[config.mk]
export PLATFORM = sky130hd
export DESIGN_NAME = mem_port_arbiter
export DESIGN_NICKNAME = d
export VERILOG_FILES = /design/src/rtl/mem_arb_pkg.sv /design/src/rtl/rr_priority_select.sv /design/src/rtl/mem_port_arbiter.sv
export SDC_FILE = /design/constraint.sdc
export NUM_CORES = 1
export LEC_CHECK = 0
export ABC_CLOCK_PERIOD_IN_PS = 3220
export CORE_UTILIZATION = 36
export DETAILED_ROUTE_END_ITERATION = 7
export PLACE_DENSITY = 0.83
export SLEW_MARGIN = 20
export SYNTH_ARGS = -nofsm -noshare
export SYNTH_HDL_FRONTEND = slang
export SYNTH_HIERARCHICAL = 1
export SYNTH_SLANG_ARGS = --single-unit
[constraint.sdc]
create_clock -name CLK -period 3.22 [get_ports CLK]
set_input_delay 0.483 -clock CLK [delete_from_list [all_inputs] [get_ports CLK]]
set_output_delay 0.483 -clock CLK [all_outputs]
set_load 0.02 [all_outputs]
[src/rtl/mem_arb_pkg.sv]
// Shared constants and helpers for the memory port arbiter: address width
// derivation and packed-port slice indexing.
package mem_arb_pkg;

  localparam int NREQ_MAX = 8;

  function automatic int addr_width(input int depth);
    return (depth <= 1) ? 1 : $clog2(depth);
  endfunction

  // Low bit of element idx in a packed vector of elements w bits wide.
  function automatic int slice_lo(input int idx, input int w);
    return idx * w;
  endfunction

endpackage

[src/rtl/rr_priority_select.sv]
// Round-robin priority selector: first eligible requester at or above rr_ptr,
// wrapping around, as a one-hot grant plus its binary index.
module rr_priority_select #(
  parameter int NREQ = 2,
  parameter int IDXW = (NREQ <= 1) ? 1 : $clog2(NREQ)
) (
  input  logic [NREQ-1:0] eligible,
  input  logic [IDXW-1:0] rr_ptr,
  output logic [NREQ-1:0] grant,
  output logic [IDXW-1:0] grant_idx
);

  always_comb begin
    logic            found;
    logic [IDXW-1:0] idx;
    grant     = '0;
    grant_idx = '0;
    found     = 1'b0;
    idx       = '0;
    for (int k = 0; k < NREQ; k++) begin
      idx = IDXW'((int'(rr_ptr) + k) % NREQ);
      if (!found && eligible[idx]) begin
        found          = 1'b1;
        grant[idx]     = 1'b1;
        grant_idx      = idx;
      end
    end
  end

endmodule

[src/rtl/mem_port_arbiter.sv]
// Round-robin arbiter sharing one async-read memory port between NREQ
// requesters, with a registered read-response slot per requester.
module mem_port_arbiter
  import mem_arb_pkg::*;
#(
  parameter int WIDTH = 5,
  parameter int DEPTH = 4,
  parameter int NREQ  = 2,
  parameter int AW    = addr_width(DEPTH),
  parameter int IDXW  = (NREQ <= 1) ? 1 : $clog2(NREQ)
) (
  input  logic                  CLK,
  input  logic                  ASYNCRESETN,
  input  logic [NREQ-1:0]       req_valid,
  output logic [NREQ-1:0]       req_ready,
  input  logic [NREQ-1:0]       req_we,
  input  logic [NREQ*AW-1:0]    req_addr,
  input  logic [NREQ*WIDTH-1:0] req_wdata,
  output logic [NREQ-1:0]       resp_valid,
  input  logic [NREQ-1:0]       resp_ready,
  output logic [NREQ*WIDTH-1:0] resp_rdata,
  output logic [AW-1:0]         MEM_RADDR,
  input  logic [WIDTH-1:0]      MEM_RDATA,
  output logic [AW-1:0]         MEM_WADDR,
  output logic [WIDTH-1:0]      MEM_WDATA,
  output logic                  MEM_WEN
);

  logic [IDXW-1:0]       rr_ptr_q, rr_ptr_d;
  logic [NREQ-1:0]       resp_valid_q, resp_valid_d;
  logic [NREQ*WIDTH-1:0] resp_rdata_q, resp_rdata_d;

  logic [NREQ-1:0] eligible;
  logic [NREQ-1:0] grant;
  logic [IDXW-1:0] grant_idx;
  logic            accept;
  logic            accept_we;
  logic [AW-1:0]   grant_addr;

  // Writes bypass the response slot; reset gating keeps the memory quiet while held.
  assign eligible = req_valid & (req_we | ~resp_valid_q | resp_ready)
                  & {NREQ{ASYNCRESETN}};

  rr_priority_select #(.NREQ(NREQ), .IDXW(IDXW)) u_select (
    .eligible  (eligible),
    .rr_ptr    (rr_ptr_q),
    .grant     (grant),
    .grant_idx (grant_idx)
  );

  assign req_ready  = grant;
  assign resp_valid = resp_valid_q;
  assign resp_rdata = resp_rdata_q;

  always_comb begin
    accept     = |grant;
    accept_we  = accept && req_we[grant_idx];
    grant_addr = req_addr[slice_lo(int'(grant_idx), AW) +: AW];
    MEM_RADDR  = accept ? grant_addr : '0;
    MEM_WADDR  = accept ? grant_addr : '0;
    MEM_WEN    = accept_we;
    MEM_WDATA  = accept_we ? req_wdata[slice_lo(int'(grant_idx), WIDTH) +: WIDTH] : '0;
  end

  always_comb begin
    rr_ptr_d     = rr_ptr_q;
    resp_valid_d = resp_valid_q & ~resp_ready;
    resp_rdata_d = resp_rdata_q;
    if (accept) begin
      rr_ptr_d = (grant_idx == IDXW'(NREQ - 1)) ? '0 : grant_idx + 1'b1;
      if (!accept_we) begin
        resp_valid_d[grant_idx] = 1'b1;
        resp_rdata_d[slice_lo(int'(grant_idx), WIDTH) +: WIDTH] = MEM_RDATA;
      end
    end
  end

  always_ff @(posedge CLK or negedge ASYNCRESETN) begin
    if (!ASYNCRESETN) begin
      rr_ptr_q     <= '0;
      resp_valid_q <= '0;
      resp_rdata_q <= '0;
    end else begin
      rr_ptr_q     <= rr_ptr_d;
      resp_valid_q <= resp_valid_d;
      resp_rdata_q <= resp_rdata_d;
    end
  end

endmodule

* Word-level counts from Yosys, hierarchy flattened *
Index checks and enable logic that the tools add are counted.

cells by class
  order comparisons = 6
  add/sub/neg operators = 3
  shift-type cells = 4
  $mul = 1
  mux-type cells = 23
  bitwise gates (word level) = 10
  reduce and logical (&&, ||, !) cells = 8

operator list
  operator                 count
  $neg 4->33               1
  $shift 5x33->10 const A  1
  $shiftx 5x33->10         1
  $shiftx 10x32->5         1
  $mux 1                   13
  $bwmux 10                1
  $mux 2                   5
  $or 2x2->2               4
  $and 2x2->2              3
  $lt 1x2->1 const B       3
  $logic_and 1x1->1        5
  $mux 5                   1
  $mul 1x3->4 const B      1
  $not 2->2                2
  $shiftx 4x3->2           1
  $demux 1 s1              3
  $ge 1x1->1 const B       3
  $add 1x1->1 const B      2
  $reduce_and 2->1         1
  $reduce_or 2->1          1
  $logic_not 1->1          1
  $not 1->1                1

storage, ports and cells
  output and inout bits = 24
  flip-flop bits (word level) = 13

* Longest topological paths before layout *
Gate-level depths: netlist of run 1.

  word-level depth = 18
  depth in mapped cells = 7

* Cells and area by module *
Netlist of run 1, hierarchy kept.

by module, submodules not included
  module              area an instance (um^2)  cells each  times used
  mem_port_arbiter    679.4                    55          1
  rr_priority_select  30.0                     4           1

* Least setup slack after synthesis of run 1 *
OpenSTA, ideal clock, no wires.

  path type = input-to-output
  start point = in resp_ready[0]
  end point = out MEM_WADDR[0]
  stages on the path = 6
  path buffers = 1
  setup slack = 706 ps
  data arrival time = 2031 ps
  cell sequence = nand2b_1 -> o211a_1 -> a21boi_1 -> nor2_2 -> nor2_1 -> buf_4

on the way
  word-level cells in the longest chain between the ends = 11
  elaborated cells on any way between the ends = 18
  those cells by class = 1 x shift; 10 x mux; 4 x bitwise; 3 x reduce/logical

RTL lines
  item                                        RTL line                  source
  start, declared                             mem_port_arbiter.sv:20    input logic [NREQ-1:0] resp_ready,
  $or 2x2->2 *                                mem_port_arbiter.sv:41    assign eligible = req_valid & (req_we | ~resp_valid_q | resp_ready)
  $and 2x2->2 *                               mem_port_arbiter.sv:41
  $and 2x2->2 *                               mem_port_arbiter.sv:42    & {NREQ{ASYNCRESETN}};
  named net eligible[0]                       mem_port_arbiter.sv:33    logic [NREQ-1:0] eligible;
  $mux 1 (implied by the code) (2 in series)  rr_priority_select.sv:22  if (!found && eligible[idx]) begin
  $mux 1                                      rr_priority_select.sv:22
  $logic_not 1->1                             rr_priority_select.sv:22
  $logic_and 1x1->1                           rr_priority_select.sv:22
  $mux 2 *                                    rr_priority_select.sv:22
  named net req_ready[1]                      mem_port_arbiter.sv:15    output logic [NREQ-1:0] req_ready,
  $reduce_or 2->1 *                           mem_port_arbiter.sv:56    accept = |grant;
  $mux 2 *                                    n/a
  end, declared                               mem_port_arbiter.sv:24    output logic [AW-1:0] MEM_WADDR,

Mark *: on every way through the listed nets, which the timed path passes. The rest lies on a longest branch. The select of a mux whose other input is x is not followed.

* Worst setup path after layout of run 1 *
  start point = in ASYNCRESETN
  end point = out MEM_WDATA[3]

on the way
  word-level cells in the longest chain between the ends = 11
  elaborated cells on any way between the ends = 20
  those cells by class = 1 x mul; 1 x shift; 12 x mux; 2 x bitwise; 4 x reduce/logical

RTL lines
  item                                                                 RTL line                  source
  start, declared                                                      mem_port_arbiter.sv:13    input logic ASYNCRESETN,
  $and 2x2->2 *                                                        mem_port_arbiter.sv:42
  named net eligible[0]                                                mem_port_arbiter.sv:33
  $mux 1 (implied by the code) (2 in series)                           rr_priority_select.sv:22
  $mux 1                                                               rr_priority_select.sv:22
  $logic_not 1->1                                                      rr_priority_select.sv:22
  $logic_and 1x1->1                                                    rr_priority_select.sv:22
  $mux 1 *                                                             rr_priority_select.sv:22
  named net grant_idx                                                  mem_port_arbiter.sv:35    logic [IDXW-1:0] grant_idx;
  parallel branches: the longest is 3 deep, another holds $mul 1x3->4  n/a
  $mux 5 *                                                             mem_port_arbiter.sv:62    MEM_WDATA = accept_we ? req_wdata[slice_lo(int'(grant_idx), WIDTH) +: WIDTH] : '0;
  end, declared                                                        mem_port_arbiter.sv:25    output logic [WIDTH-1:0] MEM_WDATA,

Mark *: on every way through the listed nets, which the timed path passes. The select of a mux whose other input is x is not followed.

==> results of run 1 <==
-- placed cells by master, fill, tap and decap left out --
| cell | count |
|---|---|
| clkdlybuf4s50_1 | 50 |
| o21bai_1 | 1 |
| o21ai_0 | 1 |
| nor2_2 | 1 |
| dfrtp_1 | 13 |
| mux2_2 | 6 |
| o211a_1 | 1 |
| a21boi_2 | 1 |
| o311a_1 | 1 |
| clkbuf_4 | 3 |
| buf_4 | 7 |
| mux2_4 | 5 |
| mux2i_1 | 7 |
| nor2_1 | 7 |
| a21boi_1 | 2 |
| inv_1 | 3 |
| or3_1 | 1 |
| nand2_1 | 2 |
| nand2b_1 | 1 |
| nor3b_2 | 1 |
| o21ai_2 | 1 |
| clkbuf_1 | 1 |
-- state kept, by name, indices dropped and copies added (netlist names) --
signal / count
resp_valid: 2
resp_rdata: 10
rr_ptr_q: 1
-- Yosys cell counts --
cell type	instances	share of area (%)
nand2b_1	1	0.88
inv_1	3	1.6
buf_6	1	1.6
buf_2	1	0.70
nor2_1	7	3.7
o211a_1	1	1.4
mux2_4	5	11
dfrtp_1	13	46
o311a_1	1	1.4
nand2_1	2	1.1
buf_4	2	2.1
a21boi_1	2	2.1
mux2i_1	7	9.9
mux2_2	6	9.5
or3_1	1	0.88
o21ai_0	1	0.70
o21bai_1	1	1.1
nor2_2	1	0.88
a21boi_2	1	1.6
o21ai_1	1	0.70
nor3b_2	1	1.8
-- kinds of logic after synthesis --
group                  share of synthesized area, %
flip-flops                                     45.9
buffers and inverters                          5.99
AND/OR/NAND/NOR                                9.17
multiplexers                                   30.0
AO/OA/AOI/OAI                                  8.99
-- layer usage --
| metal | vias to the layer above | part of all wire (%) |
|---|---|---|
| li1 | 318 | - |
| met1 | 309 | 44 |
| met2 | 14 | 53 |
| met3 | 0 | 3.0 |
| met4 | 0 | 0 |
| met5 | - | 0 |
-- repair_timing --
item / in CTS / in global routing
gates resized for setup: 0 / 1
hold buffers: 0 / 0
hold endpoints to repair: 0 / 0
setup endpoints to repair: 0 / 6
-- worst max-delay path: stages --
cell and delay [ns]:
clkdlybuf4s50_1 0.47, buf_4 0.19, o211a_1 0.15, a21boi_1 0.20
mux2_2 0.36, o21ai_2 0.11, nor2_1 0.08, clkdlybuf4s50_1 0.55
-- where the power goes --
group | leakage, nW | switching, mW | internal (mW)
Clock | 0.0150 | 0.0487 | 0.0479
Combinational | 0.388 | 0.125 | 0.168
Sequential | 0.158 | 0.0217 | 0.205
Total | 0.561 | 0.195 | 0.420
-- cell type report --
type / instances / area (µm²)
sequential: 13 / 325
clock buffer: 4 / 26.3
fill: 124 / 490
timing repair buffer: 57 / 553
tap: 25 / 31.3
multi-input combinational: 39 / 345
inverter: 3 / 11.3
-- stage by stage --
step	setup WS (ns)	hold slack (ns)	cell area (µm²)
after floorplan	0.706	0.187	709
after global placement	0.0718	0.491	1260
after detailed placement	0.0170	0.491	1260
after CTS	0.0114	0.511	1290
after global routing	0.0219	0.518	1290
final	0.134	0.510	1290
-- final timing paths --
| check | start | end | slack [ns] |
|---|---|---|---|
| max | ASYNCRESETN | MEM_WDATA[3] | 0.13 |
| min | resp_rdata[9] | resp_rdata[9] | 0.51 |
| max reg2reg | resp_valid[1] | resp_rdata[1] | 0.96 |
| min reg2reg | resp_rdata[9] | resp_rdata[9] | 0.51 |
| max in group asynchronous | ASYNCRESETN | resp_rdata[1] | 2.51 |
| min in group asynchronous | ASYNCRESETN | resp_valid[1] | 0.58 |
==> impl_metrics.tcl, run 1 <==
set metrics [dict create \
    cts_setup_buffers 0 \
    grt_pass1_wl_um 2770 \
    drtIter0Drc 6 \
    pin_count 51 \
    nets 144 \
    coreArea_mm2 0.00178 \
    cp-end-kind "output pin" \
    portBuffers 50 \
    period_needed_ns 3.09 \
    clkSlewWorstSetupHoldPaths_ns 0.08 \
    drtAntennaViolNets 0 \
    yosys_register_bits 13 \
    cts_tree "done" \
    finalClockSkew_ns 0.00841 \
    busiest_layer "met2" \
    max_cap_viol_count 0 \
    use_met3_pct 2.35 \
    die_height_um 46.4 \
    cts_root_buf "clkbuf_4" \
    critical_path_required_ns 2.74 \
    drc 0 \
    setup_viol 0 \
    slew_headroom_pct 66.9 \
    insertion_delay_ns 0.27 \
    tightestPinTransition_ns 0.495 \
    drt_pass1_iterations 2 \
    layout-drive-gt1-share_pct 21.6 \
    status "finished clean" \
    r2r_cells 8 \
    power.density_mw_per_mm2 476 \
    ys_seq_area_share_pct 45.9 \
    grtUsageTotal_pct 18.1 \
    clock_path_buffers 2 \
    finalMaxSlewViolations 0 \
    synthesis.area_um2 709 \
    synth_warnings 6 \
    met2_usage_pct 30.3 \
    dr_total_vias 641 \
    clock.fmax_mhz 324 \
    path_max_fanout 6 \
    antenna_found_initial 0 \
    yosysUniqueCellTypes 21 \
    fin_crit_sh_pct 95.9 \
    worstHoldPathCells 1 \
    peakVddDrop_v 0.000329 \
    die_w_um 46.4 \
    hold_class "reg2reg" \
    grt-ovfl-total 0 \
    critPathKind "in2out" \
    initial_core_util_pct 39.8 \
    instances_no_fill 141 \
    cts_made_buffers 3 \
    hpwl_um 1570 \
    setup-tns-final_ns 0 \
    cp.arrival_ns 2.60 \
    finalPower_mw 0.616 \
    syn_to_final_growth_pct 82.2 \
    rsz0062_at_grt "no" \
    setup.worst_path.start_class "input pin" \
    place.gp.congestion 0.736 \
    wl_per_cell_um 13.1 \
    rows 15 \
    die_area_mm2 0.00215 \
    clock_sinks 13 \
    insertedDiodeCount 0 \
    hold_viol 0 \
    grt_max_degree 11 \
    use_met1_pct 24.0 \
    syn_area_per_cell_um2 12.0 \
    wl_um 1850 \
    vias_per_cell 4.55 \
    fin_util_pct 72.5 \
    dp.cells 137 \
    p_leak_nw 0.561 \
    syn-instance-count 59 \
    grt_pass1_vias 604 \
    htreeDepth 1 \
    synth_fp_nets 86 \
]
Note: power is estimated with default switching activity, not from simulation.
==> run 2, diff against run 1 <==
--- a/config.mk
+++ b/config.mk
@@ -8,6 +8,7 @@
 export ABC_CLOCK_PERIOD_IN_PS = 3220
 export CORE_UTILIZATION = 36
 export DETAILED_ROUTE_END_ITERATION = 7
+export GPL_TIMING_DRIVEN = 0
 export PLACE_DENSITY = 0.83
 export SLEW_MARGIN = 20
 export SYNTH_ARGS = -nofsm -noshare
==> impl_metrics.tcl, run 2 (same netlist as run 1, synthesis figures left out) <==
set metrics [dict create \
    hold_viol 0 \
    power.density_mw_per_mm2 481 \
    p_leak_nw 0.601 \
    die_area_mm2 0.00215 \
    grt_pass1_wl_um 2900 \
    drt_pass1_iterations 4 \
    die_w_um 46.4 \
    worstSetupEndpoint "MEM_WDATA[3]" \
    wl_um 1880 \
    finalMaxSlewViolations 0 \
    place.gp.congestion 0.643 \
    path_depth 9 \
    worstPathCellList "clkdlybuf4s50_1, nand2b_1, o211a_1, a21boi_1, buf_6, mux2_2, o21ai_2, nor2_1, dlygate4sd2_1" \
    insertion_delay_ns 0.27 \
    clock.fmax_mhz 328 \
    period_needed_ns 3.05 \
    grt_max_degree 16 \
    coreArea_mm2 0.00178 \
    reg2reg_from "resp_valid[1]" \
    cpPeakStageDelay_ns 0.40 \
    final_common_cell "clkdlybuf4s50_1" \
    r2r_cells 6 \
    insertedDiodeCount 0 \
    layout-drive-gt1-share_pct 20.4 \
    drtIter0Drc 5 \
    cts_tree "done" \
    antenna_found_initial 0 \
    clock_sinks 13 \
    cts_made_buffers 3 \
    tightestPinTransition_ns 0.459 \
    syn_to_final_growth_pct 79.0 \
    status "finished clean" \
    initial_core_util_pct 39.8 \
    pin_count 51 \
    wl_per_cell_um 13.6 \
    dr_total_vias 645 \
    clkSlewWorstSetupHoldPaths_ns 0.08 \
    rows 15 \
    cts_root_buf "clkbuf_4" \
    htreeDepth 1 \
    nets 141 \
    fin_crit_sh_pct 94.7 \
    path_max_fanout 10 \
    rrSetupSlack_ns 1.17 \
    r2r-end "resp_rdata[9]" \
    portBuffers 50 \
    peakVddDrop_v 0.000259 \
    hold_class "in2async" \
    clock_path_buffers 2 \
    critPathBufInv 3 \
    grt_pass1_vias 629 \
    rsz0062_at_grt "no" \
    critical_path_required_ns 2.74 \
    fin_util_pct 71.2 \
    max_cap_viol_count 0 \
    hold_buffers 0 \
    largest_register_ff_count 10 \
    cp_top_family "buffers and inverters" \
    hpwl_um 1540 \
    critPathKind "in2out" \
    drtAntennaViolNets 0 \
    cp.arrival_ns 2.57 \
    slew_headroom_pct 69.2 \
    grt-ovfl-total 0 \
    setup_viol 0 \
    cts_setup_buffers 0 \
    vias_per_cell 4.67 \
    worst_path_max_delay_cell "clkdlybuf4s50_1" \
    drc 0 \
    setup.worst_path.start_class "input pin" \
    cp-end-kind "output pin" \
    final_cell_mix "41 x clkdlybuf4s50_1, 13 x dfrtp_1, 7 x mux2i_1, 7 x nor2_1" \
    crit_start "resp_ready[0]" \
    grtUsageTotal_pct 19.5 \
    finalClockSkew_ns 0.00204 \
    finalPower_mw 0.610 \
    die_height_um 46.4 \
]
==> run 2: timing repair <==
action,4_1_cts,5_1_grt
setup endpoints to repair,10,2
gates resized for setup,10,2
pin swaps,0,0
==> run 2: worst min path at each step <==
stage / cells past startpoint / from / to / slack [ns]
2_1_floorplan: 0 / ASYNCRESETN / resp_rdata[0] / 0.19
3_3_place_gp: 1 / resp_rdata[9] / resp_rdata[9] / 0.49
3_5_place_dp: 1 / resp_rdata[0] / resp_rdata[0] / 0.50
4_1_cts: 1 / ASYNCRESETN / resp_rdata[9] / 0.20
5_1_grt: 1 / ASYNCRESETN / resp_rdata[4] / 0.21
6_report: 1 / ASYNCRESETN / resp_rdata[3] / 0.20
==> run 2: report_power, final <==
part / switching, mW / total, mW / internal, mW
Clock: 0.0502 / 0.0981 / 0.0479
Combinational: 0.123 / 0.284 / 0.162
Sequential: 0.0233 / 0.228 / 0.205
Total: 0.196 / 0.610 / 0.414
==> run 2: routing by layer <==
| metal | share of wire, % | vias up | track usage, % |
|---|---|---|---|
| li1 | - | 312 | - |
| met1 | 42 | 311 | 23.0 |
| met2 | 53 | 18 | 33.3 |
| met3 | 3.7 | 4 | 3.14 |
| met4 | 2.0 | 0 | 10.0 |
| met5 | 0 | - | 0 |
==> run 2: area by class of cell <==
cell class / count / area (µm²)
Fill cell: 134 / 513
Timing Repair Buffer: 50 / 499
Multi-Input combinational cell: 39 / 345
Sequential cell: 13 / 325
Buffer: 4 / 31.3
Tap cell: 25 / 31.3
Clock buffer: 4 / 26.3
Inverter: 3 / 11.3
==> run 2: stage by stage <==
step           hold WS (ns)  worst slack (ns)  cells  setup TNS (ns)  cell area (µm²)
3_5_place_dp          0.502            -0.624    134           -4.84             1240
5_1_grt               0.208            0.0606    138               0             1270
4_1_cts               0.201             0.102    138               0             1260
2_1_floorplan         0.187             0.706     59               0              709
3_3_place_gp          0.491            -0.619    134           -4.78             1240
6_report              0.200             0.171    138               0             1270
